`src/rtl/axil_pkg.sv`:
```
// rtl/axil_pkg.sv - shared response codes, FSM state types and default windows for the AXI4-Lite router
package axil_pkg;

  localparam logic [1:0] RESP_OKAY   = 2'b00;
  localparam logic [1:0] RESP_SLVERR = 2'b10;
  localparam logic [1:0] RESP_DECERR = 2'b11;

  localparam int DEF_NS = 6;
  localparam int DEF_AW = 32;

  // DDR, SD, Ethernet, UART, VGA, PS2 at 256 MiB strides, slot 0 in the low word
  localparam logic [DEF_NS*DEF_AW-1:0] DEF_SLV_BASE = {
    32'h5000_0000, 32'h4000_0000, 32'h3000_0000,
    32'h2000_0000, 32'h1000_0000, 32'h0000_0000
  };
  localparam logic [DEF_NS*DEF_AW-1:0] DEF_SLV_MASK = {DEF_NS{32'hF000_0000}};

  typedef enum logic [1:0] {R_IDLE, R_ADDR, R_DATA, R_RESP} rd_state_t;
  typedef enum logic [1:0] {W_IDLE, W_ADDR, W_RESP_WAIT, W_RESP} wr_state_t;

endpackage

```
`src/rtl/axil_addr_decode.sv`:
```
// rtl/axil_addr_decode.sv - combinational address-window decoder with lowest-index priority
module axil_addr_decode
  import axil_pkg::*;
#(
  parameter int                 NS       = DEF_NS,
  parameter int                 AW       = DEF_AW,
  parameter int                 IW       = (NS > 1) ? $clog2(NS) : 1,
  parameter logic [NS*AW-1:0]   SLV_BASE = DEF_SLV_BASE,
  parameter logic [NS*AW-1:0]   SLV_MASK = DEF_SLV_MASK
) (
  input  logic [AW-1:0] addr_i,
  output logic [IW-1:0] idx_o,
  output logic          hit_o
);

  // Scan from the top slot down so the lowest matching index is the one left standing
  always_comb begin
    idx_o = '0;
    hit_o = 1'b0;
    for (int i = NS - 1; i >= 0; i--) begin
      if ((addr_i & SLV_MASK[i*AW +: AW]) == (SLV_BASE[i*AW +: AW] & SLV_MASK[i*AW +: AW])) begin
        idx_o = IW'(i);
        hit_o = 1'b1;
      end
    end
  end

endmodule

```
`src/rtl/axil_router.sv`:
```
// rtl/axil_router.sv - AXI4-Lite 1-to-NS router with independent read and write FSMs and local DECERR
module axil_router
  import axil_pkg::*;
#(
  parameter int               NS       = DEF_NS,
  parameter int               AW       = DEF_AW,
  parameter int               DW       = 32,
  parameter logic [NS*AW-1:0] SLV_BASE = DEF_SLV_BASE,
  parameter logic [NS*AW-1:0] SLV_MASK = DEF_SLV_MASK
) (
  input  logic               clk,
  input  logic               rst,
  input  logic [AW-1:0]      m_araddr,
  input  logic               m_arvalid,
  output logic               m_arready,
  output logic [DW-1:0]      m_rdata,
  output logic [1:0]         m_rresp,
  output logic               m_rvalid,
  input  logic               m_rready,
  input  logic [AW-1:0]      m_awaddr,
  input  logic               m_awvalid,
  output logic               m_awready,
  input  logic [DW-1:0]      m_wdata,
  input  logic [DW/8-1:0]    m_wstrb,
  input  logic               m_wvalid,
  output logic               m_wready,
  output logic [1:0]         m_bresp,
  output logic               m_bvalid,
  input  logic               m_bready,
  output logic [AW-1:0]      s_araddr,
  output logic [NS-1:0]      s_arvalid,
  input  logic [NS-1:0]      s_arready,
  input  logic [NS*DW-1:0]   s_rdata,
  input  logic [NS*2-1:0]    s_rresp,
  input  logic [NS-1:0]      s_rvalid,
  output logic [NS-1:0]      s_rready,
  output logic [AW-1:0]      s_awaddr,
  output logic [NS-1:0]      s_awvalid,
  input  logic [NS-1:0]      s_awready,
  output logic [DW-1:0]      s_wdata,
  output logic [DW/8-1:0]    s_wstrb,
  output logic [NS-1:0]      s_wvalid,
  input  logic [NS-1:0]      s_wready,
  input  logic [NS*2-1:0]    s_bresp,
  input  logic [NS-1:0]      s_bvalid,
  output logic [NS-1:0]      s_bready
);

  localparam int IW = (NS > 1) ? $clog2(NS) : 1;

  rd_state_t         rd_state_q;
  logic [IW-1:0]     rd_idx_q;
  logic [AW-1:0]     araddr_q;
  logic [DW-1:0]     rdata_q;
  logic [1:0]        rresp_q;
  logic              arready_q, rvalid_q;
  logic [NS-1:0]     s_arvalid_q, s_rready_q;

  wr_state_t         wr_state_q;
  logic [IW-1:0]     wr_idx_q;
  logic [AW-1:0]     awaddr_q;
  logic [DW-1:0]     wdata_q;
  logic [DW/8-1:0]   wstrb_q;
  logic [1:0]        bresp_q;
  logic              awready_q, wready_q, bvalid_q, aw_held_q, w_held_q;
  logic [NS-1:0]     s_awvalid_q, s_wvalid_q, s_bready_q;

  logic [IW-1:0]     rd_dec_idx, wr_dec_idx;
  logic              rd_dec_hit, wr_dec_hit;
  logic [NS-1:0]     rd_onehot, wr_onehot;
  logic [AW-1:0]     wr_dec_addr;
  logic              aw_got, w_got;
  logic [DW-1:0]     sel_rdata;
  logic [1:0]        sel_rresp, sel_bresp;

  // The write decode sees the held AW address, or the incoming one when AW lands this cycle
  assign wr_dec_addr = aw_held_q ? awaddr_q : m_awaddr;
  assign aw_got      = aw_held_q | (awready_q & m_awvalid);
  assign w_got       = w_held_q  | (wready_q  & m_wvalid);
  assign rd_onehot   = NS'(1) << rd_dec_idx;
  assign wr_onehot   = NS'(1) << wr_dec_idx;

  axil_addr_decode #(.NS(NS), .AW(AW), .IW(IW), .SLV_BASE(SLV_BASE), .SLV_MASK(SLV_MASK)) u_rd_dec (
    .addr_i(m_araddr), .idx_o(rd_dec_idx), .hit_o(rd_dec_hit)
  );

  axil_addr_decode #(.NS(NS), .AW(AW), .IW(IW), .SLV_BASE(SLV_BASE), .SLV_MASK(SLV_MASK)) u_wr_dec (
    .addr_i(wr_dec_addr), .idx_o(wr_dec_idx), .hit_o(wr_dec_hit)
  );

  // Pick the response fields of the slave each FSM latched
  always_comb begin
    sel_rdata = '0;
    sel_rresp = '0;
    sel_bresp = '0;
    for (int i = 0; i < NS; i++) begin
      if (rd_idx_q == IW'(i)) begin
        sel_rdata = s_rdata[i*DW +: DW];
        sel_rresp = s_rresp[i*2 +: 2];
      end
      if (wr_idx_q == IW'(i)) sel_bresp = s_bresp[i*2 +: 2];
    end
  end

  // Read FSM: AR accept, slave AR, slave R capture, master R with all outputs registered
  always_ff @(posedge clk or posedge rst) begin
    if (rst) begin
      rd_state_q  <= R_IDLE;
      rd_idx_q    <= '0;
      araddr_q    <= '0;
      rdata_q     <= '0;
      rresp_q     <= RESP_OKAY;
      arready_q   <= 1'b0;
      rvalid_q    <= 1'b0;
      s_arvalid_q <= '0;
      s_rready_q  <= '0;
    end else begin
      case (rd_state_q)
        R_IDLE: begin
          if (arready_q && m_arvalid) begin
            arready_q <= 1'b0;
            araddr_q  <= m_araddr;
            rd_idx_q  <= rd_dec_idx;
            if (rd_dec_hit) begin
              s_arvalid_q <= rd_onehot;
              rd_state_q  <= R_ADDR;
            end else begin
              rdata_q    <= '0;
              rresp_q    <= RESP_DECERR;
              rvalid_q   <= 1'b1;
              rd_state_q <= R_RESP;
            end
          end else begin
            arready_q <= 1'b1;
          end
        end
        R_ADDR: begin
          if (|(s_arvalid_q & s_arready)) begin
            s_arvalid_q <= '0;
            s_rready_q  <= NS'(1) << rd_idx_q;
            rd_state_q  <= R_DATA;
          end
        end
        R_DATA: begin
          if (|(s_rready_q & s_rvalid)) begin
            s_rready_q <= '0;
            rdata_q    <= sel_rdata;
            rresp_q    <= sel_rresp;
            rvalid_q   <= 1'b1;
            rd_state_q <= R_RESP;
          end
        end
        R_RESP: begin
          if (m_rready) begin
            rvalid_q   <= 1'b0;
            arready_q  <= 1'b1;
            rd_state_q <= R_IDLE;
          end
        end
        default: rd_state_q <= R_IDLE;
      endcase
    end
  end

  // Write FSM: collect AW and W in any order, drive slave AW/W, capture B, return master B
  always_ff @(posedge clk or posedge rst) begin
    if (rst) begin
      wr_state_q  <= W_IDLE;
      wr_idx_q    <= '0;
      awaddr_q    <= '0;
      wdata_q     <= '0;
      wstrb_q     <= '0;
      bresp_q     <= RESP_OKAY;
      awready_q   <= 1'b0;
      wready_q    <= 1'b0;
      bvalid_q    <= 1'b0;
      aw_held_q   <= 1'b0;
      w_held_q    <= 1'b0;
      s_awvalid_q <= '0;
      s_wvalid_q  <= '0;
      s_bready_q  <= '0;
    end else begin
      case (wr_state_q)
        W_IDLE: begin
          if (awready_q && m_awvalid) begin
            awaddr_q  <= m_awaddr;
            aw_held_q <= 1'b1;
            awready_q <= 1'b0;
          end else if (!aw_held_q) begin
            awready_q <= 1'b1;
          end
          if (wready_q && m_wvalid) begin
            wdata_q  <= m_wdata;
            wstrb_q  <= m_wstrb;
            w_held_q <= 1'b1;
            wready_q <= 1'b0;
          end else if (!w_held_q) begin
            wready_q <= 1'b1;
          end
          if (aw_got && w_got) begin
            aw_held_q <= 1'b0;
            w_held_q  <= 1'b0;
            awready_q <= 1'b0;
            wready_q  <= 1'b0;
            wr_idx_q  <= wr_dec_idx;
            if (wr_dec_hit) begin
              s_awvalid_q <= wr_onehot;
              s_wvalid_q  <= wr_onehot;
              wr_state_q  <= W_ADDR;
            end else begin
              bresp_q    <= RESP_DECERR;
              bvalid_q   <= 1'b1;
              wr_state_q <= W_RESP;
            end
          end
        end
        W_ADDR: begin
          s_awvalid_q <= s_awvalid_q & ~s_awready;
          s_wvalid_q  <= s_wvalid_q & ~s_wready;
          if (!(|(s_awvalid_q & ~s_awready)) && !(|(s_wvalid_q & ~s_wready))) begin
            s_bready_q <= NS'(1) << wr_idx_q;
            wr_state_q <= W_RESP_WAIT;
          end
        end
        W_RESP_WAIT: begin
          if (|(s_bready_q & s_bvalid)) begin
            s_bready_q <= '0;
            bresp_q    <= sel_bresp;
            bvalid_q   <= 1'b1;
            wr_state_q <= W_RESP;
          end
        end
        W_RESP: begin
          if (m_bready) begin
            bvalid_q   <= 1'b0;
            awready_q  <= 1'b1;
            wready_q   <= 1'b1;
            wr_state_q <= W_IDLE;
          end
        end
        default: wr_state_q <= W_IDLE;
      endcase
    end
  end

  assign m_arready = arready_q;
  assign m_rdata   = rdata_q;
  assign m_rresp   = rresp_q;
  assign m_rvalid  = rvalid_q;
  assign m_awready = awready_q;
  assign m_wready  = wready_q;
  assign m_bresp   = bresp_q;
  assign m_bvalid  = bvalid_q;
  assign s_araddr  = araddr_q;
  assign s_arvalid = s_arvalid_q;
  assign s_rready  = s_rready_q;
  assign s_awaddr  = awaddr_q;
  assign s_wdata   = wdata_q;
  assign s_wstrb   = wstrb_q;
  assign s_awvalid = s_awvalid_q;
  assign s_wvalid  = s_wvalid_q;
  assign s_bready  = s_bready_q;

endmodule

```
`config.mk`:
```
export PLATFORM = sky130hd
export DESIGN_NAME = axil_router
export DESIGN_NICKNAME = d
export VERILOG_FILES = /design/src/rtl/axil_pkg.sv /design/src/rtl/axil_addr_decode.sv /design/src/rtl/axil_router.sv
export SDC_FILE = /design/constraint.sdc
export NUM_CORES = 1
export LEC_CHECK = 0
export BUFFER_PORTS_ARGS = -buffer_cell sky130_fd_sc_hd__buf_4
export CAP_MARGIN = 20
export CORE_AREA = 8 8 199 201
export CTS_BUF_LIST = sky130_fd_sc_hd__clkbuf_16
export CTS_CLUSTER_SIZE = 14
export DETAILED_ROUTE_END_ITERATION = 10
export DIE_AREA = 0 0 207 209
export SLEW_MARGIN = 0
export SYNTH_ARGS = -nofsm -noshare
export SYNTH_HDL_FRONTEND = slang
export SYNTH_SLANG_ARGS = --single-unit
```
`constraint.sdc`:
```
create_clock -name clk -period 7.7 [get_ports clk]
set_input_delay 0.385 -clock clk [delete_from_list [all_inputs] [get_ports clk]]
set_output_delay 0.385 -clock clk [all_outputs]
set_load 0.05 [all_outputs]
```
==> impl_metrics.csv <==
group,metric,value,unit
status,status,"complete, no violations",
sta,period_share,0.385,
flow_run,drv_cap,0,
worst_setup_path,endpoint_kind,"flop",
power,p_per_area,454,mW/mm²
worst_setup_path,worst-setup-path-type,"flop to flop",
synth,ys_warn_count,0,
layout,final_nets,1724,
worst_setup_path,worstReg2RegEnd,"m_rdata[24]",
floorplanning,rows,70,
sta,setup_viol,0,
synth,synth_compound_area_frac,0.183,
synth,synthFlopType,"dfrtp_1",
clocking,clock_path_buffers,2,
clocking,cts_resized,0,
synth,synthAdderAreaFrac,0.0116,
global_routing,antenna_found_initial,5,
global_routing,grt_max_degree,129,
sta,fmax,337,MHz
power,p_leak,0.00675,µW
sta,min_period,2.97,ns
worst_setup_path,startpoint_type,"flop",
worst_setup_path,worstPathMaxFanout,60,
power,pwr-share-clk,0.138,
route,avgRoutedWirePerCell,21.1,µm
power,p_int,3280,µW
global_routing,grt_pass1_wl,59900,µm
synth,synth_xor_area_frac,0,
route,firstDrtPassIters,5,
floorplanning,start_util,0.268,
floorplanning,die_w,207,µm
synth,synth_mux_area_frac,0.216,
power,finalPower,6660,µW
worst_hold_path,hold_class,"primary input to asynchronous set/reset pin",
clocking,cts-root-buf,"clkbuf_16",
synth,postSynth.asyncResetShare,1.00,
worst_setup_path,cp.arrival,3.25,ns
route,dr_total_vias,9099,
synth,syn-num-nets,1241,
sta,skew,0.0170,ns
placed_design,post-dp-hpwl,30700,µm
sta,worst_slew_pin_slew,0.942,ns
power,power_switching,3390,µW
layout,area_growth,51.0,%
worst_setup_path,required,7.99,ns
worst_setup_path,r2r_cells,6,
synth,yosysSeqAreaShare,0.471,
power,pwr-share-comb,0.604,
global_routing,first_global_vias,9667,
synth,syn_avg_cell_area,11.1,µm²
placed_design,numPortBuffers,523,
global_routing,grt_usage,0.175,
route,postRouteAntennaNets,0,
clocking,post_cts_buffers,0,
synth,synth_simple_gate_area_share,0.0777,
synth,synth_top_family_by_area,"multiplexers",
clocking,insertion_delay,0.45,ns
layout,drive_above_1_share,0.530,
route,drt-initial-drc-count,523,
clocking,clkSlewWorstSetupHoldPaths,0.09,ns
layout,nFillCells,3585,
power,pwr-share-seq,0.258,
sta,hold_viol,0,
floorplanning,io_pins,524,
clocking,cts_htree_levels,4,
floorplanning,coreArea,0.0363,mm²
worst_setup_path,rrSetupSlack,4.73,ns
worst_setup_path,r2r-start,"rd_state_q[0]",
power,max-vdd-ir-drop,0.294,mV
synth,synth-edff-count,0,
clocking,postCtsHoldBufs,0,
clocking,numClockSinks,183,
synth,synth_cell_types,50,
synth,synth_seq_cells,183,
floorplanning,die-area,0.0433,mm²
clocking,cts_tree,"yes",
power,switching_share,0.508,
synth,syn-cell-area,0.00972,mm²
synth,syn_inst,879,
route,wl,39000,µm
floorplanning,dieHeight,209,µm
worst_setup_path,crit_start,"rd_state_q[0]",
global_routing,grt-ovfl-total,0,
sta,max-slew-margin-rel,0.372,
route,vias_per_cell,4.93,
sta,rsz0062_at_grt,"no",
sta,finalSetupTns,0,ns
placed_design,place_congestion,0.816,
clocking,cts_buffers,17,
sta,slew_violations,0,
route,drc_errors,0,
-- power by group through the flow --
stage	logic [µW]	clock network [µW]	registers, µW
3_5_place_dp	4060	0	1730
2_1_floorplan	1460	0	3030
6_report	4030	917	1720
5_1_grt	4270	985	1780
4_1_cts	4060	952	1720
3_3_place_gp	4030	0	1720
-- worst max-delay path, cell delays in order (launching register included) --
cell and delay (ns):
dfrtp_1 0.42, inv_1 0.12, ha_2 0.80, nand4_1 0.44, o2111ai_4 0.30, buf_4 0.51, o21ai_0 0.19
-- Yosys cell counts, types with 10 or more instances --
cell | count | area [µm²]
buf_2 | 22 | 110
mux2_2 | 142 | 1600
mux2i_1 | 38 | 380
inv_1 | 23 | 86.3
nor2b_1 | 14 | 87.6
dfrtp_1 | 183 | 4580
o22a_1 | 63 | 552
o21ai_0 | 95 | 475
clkbuf_1 | 40 | 150
a21oi_1 | 12 | 60.1
nand2_1 | 63 | 236
nand3_1 | 15 | 75.1
o2111ai_1 | 32 | 280
nor2_1 | 17 | 63.8
o21ai_1 | 10 | 50.1
-- metal layers --
layer / part of all wire / vias to the layer above / track usage / wire, µm
li1: - / 4240 / - / -
met1: 0.40 / 4439 / 0.204 / 15700
met2: 0.49 / 372 / 0.293 / 19100
met3: 0.082 / 44 / 0.0621 / 3210
met4: 0.024 / 4 / 0.0680 / 948
met5: 0.00069 / - / 0 / 27
-- area by class of cell --
class	count	area [µm²]	share of cell area
multi-input combinational	604	4770	0.325
sequential	183	4590	0.313
timing repair buffer	533	4020	0.274
tap	468	586	0.0399
clock buffer	17	425	0.0290
clock inverter	15	179	0.0122
inverter	23	93.8	0.00640
antenna	3	7.51	0.000512
-- worst max-delay path by stage --
| stage | cells past startpoint | slack [ns] | end |
|---|---|---|---|
| after floorplan | 1 | 2.34 | aw_held_q |
| after global placement | 6 | 4.87 | m_rdata[21] |
| after detailed placement | 6 | 4.71 | m_rdata[24] |
| after CTS | 6 | 4.67 | m_rdata[24] |
| after global routing | 6 | 4.44 | m_rdata[29] |
| final | 6 | 4.73 | m_rdata[24] |
-- sequential cells by signal (all words and copies together), names as in the netlist, 2 cells and up --
name,cells
m_rdata,32
s_araddr,32
s_awaddr,32
s_wdata,32
s_arvalid,6
s_awvalid,6
s_bready,6
s_rready,6
s_wvalid,6
s_wstrb,4
rd_idx_q,3
wr_idx_q,3
m_bresp,2
m_rresp,2
rd_state_q,2
wr_state_q,2
-- cell usage in the layout (no fill, tap or decap), types with 3 or more instances in the layout --
cell type and count:
nor3b_1 3, nor4b_1 4, ha_1 8, o21ai_1 10
o31ai_1 3, a21oi_2 9, o21ai_0 95, nand2b_1 9
o22a_1 63, a2111oi_0 3, nand4_1 5, nor3_1 3
diode_2 3, dfrtp_1 180, a222oi_1 3, inv_1 22
mux2i_1 38, a211oi_1 3, o2111ai_1 31, a31oi_1 3
nor2b_1 14, clkbuf_16 17, mux2_1 9, buf_4 532
a21oi_1 12, nor2_1 17, a22oi_1 7, nand3_1 13
nand2_1 63, o211ai_1 4, nand3b_1 4, inv_8 8
mux2_2 142
-- stage by stage --
stage                     utilization  worst slack (ns)  std cells  hold slack, ns  instance area [µm²]
final                           0.405              4.73       1846           0.117                14700
after global routing            0.405              4.44       1846           0.138                14700
after CTS                       0.404              4.67       1842           0.129                14600
after detailed placement        0.387              4.71       1810           0.475                14000
after global placement          0.387              4.87       1810           0.463                14000
after floorplan                     -              2.34        879           0.498                 9720
-- cells by family after synthesis --
family / count (synthesis)
buf+inv: 92
fa+ha+maj: 9
mux: 190
simple gates: 149
flops: 183
compound gates: 256
Power figures use the tool's default switching activity.
